## src/rtl/status_stat_hwm.sv

```systemverilog
// Multi-channel flow statistics: live occupancy, high-water mark, saturating accept count and
// sticky error flags per channel, with coherent snapshot and an indexed 1-cycle read port.
module status_stat_hwm #(
    parameter int unsigned els_p        = 4,
    parameter int unsigned total_stat_p = 3,
    parameter int unsigned cnt_width_p  = 32,
    localparam int unsigned width_lp     = $clog2(els_p + 1),
    localparam int unsigned sel_width_lp = (total_stat_p == 1) ? 1 : $clog2(total_stat_p)
) (
    input  logic                                     clk_i,
    input  logic                                     reset_i,
    input  logic [total_stat_p-1:0]                  v_i,
    input  logic [total_stat_p-1:0]                  ready_i,
    input  logic [total_stat_p-1:0]                  yumi_i,
    input  logic [total_stat_p-1:0]                  clear_i,
    input  logic                                     snap_i,
    input  logic                                     rd_v_i,
    input  logic [sel_width_lp-1:0]                  rd_sel_i,
    output logic [total_stat_p-1:0][width_lp-1:0]    count_o,
    output logic                                     rd_v_o,
    output logic [width_lp-1:0]                      rd_count_o,
    output logic [width_lp-1:0]                      rd_hwm_o,
    output logic [cnt_width_p-1:0]                   rd_total_o,
    output logic [1:0]                               rd_err_o
);

    logic [total_stat_p-1:0][width_lp-1:0]    count_q, count_d, hwm_q, hwm_d;
    logic [total_stat_p-1:0][cnt_width_p-1:0] total_q, total_d;
    logic [total_stat_p-1:0]                  ovf_q, ovf_d, unf_q, unf_d;
    logic [total_stat_p-1:0]                  inc, dec, ovf_ev, unf_ev;

    logic [total_stat_p-1:0][width_lp-1:0]    sh_count_q, sh_hwm_q;
    logic [total_stat_p-1:0][cnt_width_p-1:0] sh_total_q;
    logic [total_stat_p-1:0]                  sh_ovf_q, sh_unf_q;

    logic                                     rd_v_q;
    logic [width_lp-1:0]                      rd_count_q, rd_hwm_q;
    logic [cnt_width_p-1:0]                   rd_total_q;
    logic [1:0]                               rd_err_q;
    logic                                     sel_ok;

    assign inc    = v_i & ready_i;
    assign dec    = yumi_i;
    assign sel_ok = 32'(rd_sel_i) < total_stat_p;

    always_comb begin
        count_d = count_q;
        hwm_d   = hwm_q;
        total_d = total_q;
        ovf_d   = ovf_q;
        unf_d   = unf_q;
        ovf_ev  = '0;
        unf_ev  = '0;
        for (int i = 0; i < total_stat_p; i++) begin
            if (inc[i] && !dec[i]) begin
                if (count_q[i] == width_lp'(els_p)) begin
                    ovf_ev[i] = 1'b1;
                end else begin
                    count_d[i] = count_q[i] + 1'b1;
                end
            end else if (dec[i] && !inc[i]) begin
                if (count_q[i] == '0) begin
                    unf_ev[i] = 1'b1;
                end else begin
                    count_d[i] = count_q[i] - 1'b1;
                end
            end

            // Clear rebases the watermark on the post-update occupancy; errors in the
            // clearing cycle still stick.
            if (clear_i[i]) begin
                hwm_d[i]   = count_d[i];
                total_d[i] = '0;
                ovf_d[i]   = ovf_ev[i];
                unf_d[i]   = unf_ev[i];
            end else begin
                if (count_d[i] > hwm_q[i]) begin
                    hwm_d[i] = count_d[i];
                end
                if (inc[i] && (total_q[i] != '1)) begin
                    total_d[i] = total_q[i] + 1'b1;
                end
                ovf_d[i] = ovf_q[i] | ovf_ev[i];
                unf_d[i] = unf_q[i] | unf_ev[i];
            end
        end
    end

    always_ff @(posedge clk_i or posedge reset_i) begin
        if (reset_i) begin
            count_q    <= '0;
            hwm_q      <= '0;
            total_q    <= '0;
            ovf_q      <= '0;
            unf_q      <= '0;
            sh_count_q <= '0;
            sh_hwm_q   <= '0;
            sh_total_q <= '0;
            sh_ovf_q   <= '0;
            sh_unf_q   <= '0;
            rd_v_q     <= 1'b0;
            rd_count_q <= '0;
            rd_hwm_q   <= '0;
            rd_total_q <= '0;
            rd_err_q   <= '0;
        end else begin
            count_q <= count_d;
            hwm_q   <= hwm_d;
            total_q <= total_d;
            ovf_q   <= ovf_d;
            unf_q   <= unf_d;

            // Shadow takes pre-update values, so a same-cycle read sees the old snapshot.
            if (snap_i) begin
                sh_count_q <= count_q;
                sh_hwm_q   <= hwm_q;
                sh_total_q <= total_q;
                sh_ovf_q   <= ovf_q;
                sh_unf_q   <= unf_q;
            end

            rd_v_q <= rd_v_i;
            if (rd_v_i) begin
                if (sel_ok) begin
                    rd_count_q <= sh_count_q[rd_sel_i];
                    rd_hwm_q   <= sh_hwm_q[rd_sel_i];
                    rd_total_q <= sh_total_q[rd_sel_i];
                    rd_err_q   <= {sh_ovf_q[rd_sel_i], sh_unf_q[rd_sel_i]};
                end else begin
                    rd_count_q <= '0;
                    rd_hwm_q   <= '0;
                    rd_total_q <= '0;
                    rd_err_q   <= '0;
                end
            end
        end
    end

    assign count_o    = count_q;
    assign rd_v_o     = rd_v_q;
    assign rd_count_o = rd_count_q;
    assign rd_hwm_o   = rd_hwm_q;
    assign rd_total_o = rd_total_q;
    assign rd_err_o   = rd_err_q;

endmodule

```

## config.mk

```make
export PLATFORM = sky130hd
export DESIGN_NAME = status_stat_hwm
export DESIGN_NICKNAME = d
export VERILOG_FILES = /design/src/rtl/status_stat_hwm.sv
export SDC_FILE = /design/constraint.sdc
export NUM_CORES = 1
export LEC_CHECK = 0
export CELL_PAD_IN_SITES_DETAIL_PLACEMENT = 0
export CELL_PAD_IN_SITES_GLOBAL_PLACEMENT = 1
export CORE_ASPECT_RATIO = 1.75
export CORE_UTILIZATION = 54
export CTS_BUF_LIST = sky130_fd_sc_hd__clkbuf_4
export DETAILED_ROUTE_END_ITERATION = 10
export GPL_TIMING_DRIVEN = 0
export PLACE_DENSITY_LB_ADDON = 0.1
export SLEW_MARGIN = 10
export SYNTH_ARGS = -nofsm -noshare
export SYNTH_HDL_FRONTEND = slang
export SYNTH_SLANG_ARGS = --single-unit
export TNS_END_PERCENT = 20
```

## constraint.sdc

```tcl
create_clock -name clk_i -period 23.3 [get_ports clk_i]
set_clock_uncertainty 0.15 [all_clocks]
set_input_delay 2.33 -clock clk_i [delete_from_list [all_inputs] [get_ports clk_i]]
set_output_delay 2.33 -clock clk_i [all_outputs]
set_load 0.02 [all_outputs]
```

==> flow_summary.ini <==
[synth]
synth_area_per_cell_um2 = 10.8
synth_cell_types = 54
synth_edf_count = 0
synth_cells = 1239
synth_top_area_share_pct = 52.7
yosys.area.top_type = dfrtp_1
synth-main-ff-cell = dfrtp_1
ys_ff_latch = 281
yosysWarnings = 0
yosys-top-cells-area = dfrtp_1 53%, mux2_2 12%, a21oi_1 5.4%
ys_seq_area_share_pct = 52.7
synth_fp_nets = 1278
syn_area_um2 = 13300
synth-async-reset-ratio_pct = 100

[routing]
drtPass1Iterations = 6
drt-total-wl_um = 32700
via_per_inst = 5.85
antenna_left = 0
vias = 10100
avgRoutedWirePerCell_um = 18.9
drtIter0Drc = 530
drc = 0

[worst_setup_path]
worstSetupStartpointType = primary input
cp.arrival_ns = 5.27
end_kind = flip-flop
critical_path_class = in -> reg
r2r_cells = 11
cp.required_ns = 23.71
path_max_fanout = 10

[placement]
place.gp.congestion = 0.907
placedCellCount = 1610
dp_worst_setup_slack_ns = 17.75
dp_hpwl_um = 24000
port_buffers = 61

[final_layout]
final_layout_size_suffix_gt1_share_pct = 18.4
finalNetCount = 1412
final_cell_count_no_fill = 1727
syn2layout_area_growth_pct = 14.1

[timing]
period_needed_ns = 4.86
worst_slack_ns = 18.44
drv_slew = 0
tns_ns = 0
timing.fmax_mhz = 206
setup_viol_count_final = 0
worst-slew-pin-transition_ns = 0.977
final_hold_viol_count = 0
rsz0062_at_grt = false
slew_headroom_pct = 34.2
timing.final.crit_share_pct = 20.8

[floorplanning]
dieArea_um2 = 25400
die_x_um = 121
start_util_pct = 55.4
rows = 75
core_area_um2 = 24100
ioPinCount = 68
die_h_um = 210

[outcome]
status = finished clean

[global_route]
grt_pass1_wl_um = 52900
antenna_found_initial = 2
grt_pass1_vias = 10200
grt_overflow = 0
grt_max_degree = 116
grt.total_usage_pct = 27.1

[clock_network]
numCtsBuffers = 69
clock_latency_ns = 0.71
clockBufferDepth = 3
cts_resized = 0
cts_root_buffer = clkbuf_4
cts_tree = done
postCtsSetupBuffers = 0
cts.clk_slew.worst_paths_ns = 0.06
h-tree-depth = 3
cts_sinks = 281
ctsHoldBuffers = 0

[flow_run]
cap_violations = 0

[hold_path]
min_delay_path_depth = 1
worstHoldPathType = reg -> reg

[power]
power_density_nw_per_um2 = 79.6
p_leak_nw = 6.69
ir_drop_uv = 76.3
p_total_mw = 1.21
==> cell families after synthesis <==
family	synth area share, %
AND/OR/NAND/NOR	14.7
flip-flops	52.7
AO/OA/AOI/OAI	10.6
multiplexers	15.1
buffers and inverters	2.84
XOR/XNOR	2.17
adder cells (fa/ha/maj)	1.97
==> final timing paths <==
check / startpoint / slack, ns / endpoint
min in group asynchronous: reset_i / 1.98 / total_q[58]$_DFFE_PP0P_
min reg2reg: ovf_q[2]$_DFF_PP0_ / 0.34 / ovf_q[2]$_DFF_PP0_
max in group asynchronous: reset_i / 20.00 / sh_total_q[10]$_DFFE_PP0P_
max: v_i[2] / 18.44 / hwm_q[6]$_DFFE_PP0P_
max reg2reg: count_o[1]$_DFF_PP0_ / 20.29 / hwm_q[1]$_DFFE_PP0P_
min: ovf_q[2]$_DFF_PP0_ / 0.34 / ovf_q[2]$_DFF_PP0_
==> per-stage QoR <==
step	area, µm²	hold slack [ns]	utilization (%)
5_1_grt	15200	0.371	63.1
4_1_cts	15200	0.340	63.1
3_5_place_dp	14400	0.325	59.7
2_1_floorplan	13300	0.299	-
6_report	15200	0.335	63.1
3_3_place_gp	14300	0.319	59.5
==> cell usage in the layout (no fill, tap or decap), types with 3 or more instances in the layout <==
| master | count |
|---|---|
| nor3_1 | 8 |
| buf_2 | 6 |
| a21oi_1 | 144 |
| or2_2 | 3 |
| and4_1 | 13 |
| clkbuf_1 | 57 |
| o21ai_0 | 38 |
| inv_1 | 31 |
| buf_1 | 4 |
| or3_1 | 36 |
| diode_2 | 3 |
| nor2_1 | 133 |
| dfrtp_1 | 281 |
| clkdlybuf4s50_1 | 61 |
| inv_2 | 4 |
| and3_1 | 5 |
| o211ai_1 | 3 |
| nand4_1 | 29 |
| clkbuf_4 | 94 |
| a31o_2 | 3 |
| clkinv_1 | 13 |
| a211oi_1 | 7 |
| nand3_1 | 34 |
| nand2_1 | 46 |
| or4_1 | 23 |
| mux2_2 | 138 |
| a2111oi_0 | 4 |
| and2_1 | 5 |
| nand2b_1 | 6 |
| nor4_1 | 12 |
| xor2_1 | 8 |
| o31ai_1 | 23 |
| xnor2_1 | 25 |
| nor2b_1 | 13 |
| mux2i_1 | 46 |
| ha_1 | 21 |
==> Yosys cell counts, types with 8 or more instances <==
library cell,number
dfrtp_1,281
a21oi_1,144
mux2_2,138
nor2_1,133
clkbuf_1,57
mux2i_1,46
nand2_1,46
o21ai_0,38
or3_1,36
nand3_1,34
inv_1,32
nand4_1,29
xnor2_1,25
o31ai_1,23
or4_1,23
ha_1,21
and4_1,13
nor2b_1,13
nor4_1,12
nor3_1,8
xor2_1,8
==> per-layer routing <==
layer / global-route usage [%] / up-vias / routed length [µm]
li1: - / 4799 / -
met1: 32.7 / 5002 / 13500
met2: 45.4 / 219 / 16700
met3: 4.19 / 83 / 1010
met4: 15.8 / 0 / 1590
met5: 0 / - / 0
==> registers in the layout, summed over array words and instances (netlist names), 9 cells and up <==
register,count
count_o,9
sh_total_q,96
sh_hwm_q,9
hwm_q,9
total_q,96
sh_count_q,9
rd_total_o,32
==> critical path: stages <==
cell	delay (ns)
clkdlybuf4s50_1	0.41
nand2_1	0.30
clkbuf_1	0.50
mux2i_1	0.14
o21ai_0	0.30
ha_1	0.31
nor2b_1	0.13
o21ai_0	0.13
nand2b_1	0.07
a21oi_1	0.27
mux2_2	0.38
==> power by group <==
| part | switching, mW | leakage (nW) | internal, mW |
|---|---|---|---|
| Sequential | 0.0390 | 3.78 | 0.534 |
| Clock | 0.195 | 0.492 | 0.197 |
| Combinational | 0.130 | 2.42 | 0.116 |
| Total | 0.363 | 6.69 | 0.848 |
==> final cells by class <==
| class | instances | area (µm²) |
|---|---|---|
| fill | 2060 | 8890 |
| sequential | 281 | 7030 |
| multi-input combinational | 859 | 5940 |
| clock buffer | 94 | 706 |
| timing repair buffer | 63 | 666 |
| tap | 308 | 385 |
| buffer | 67 | 259 |
| inverter | 32 | 128 |
| clock inverter | 20 | 104 |
| antenna | 3 | 7.51 |
(Power assumes the default switching activity.)
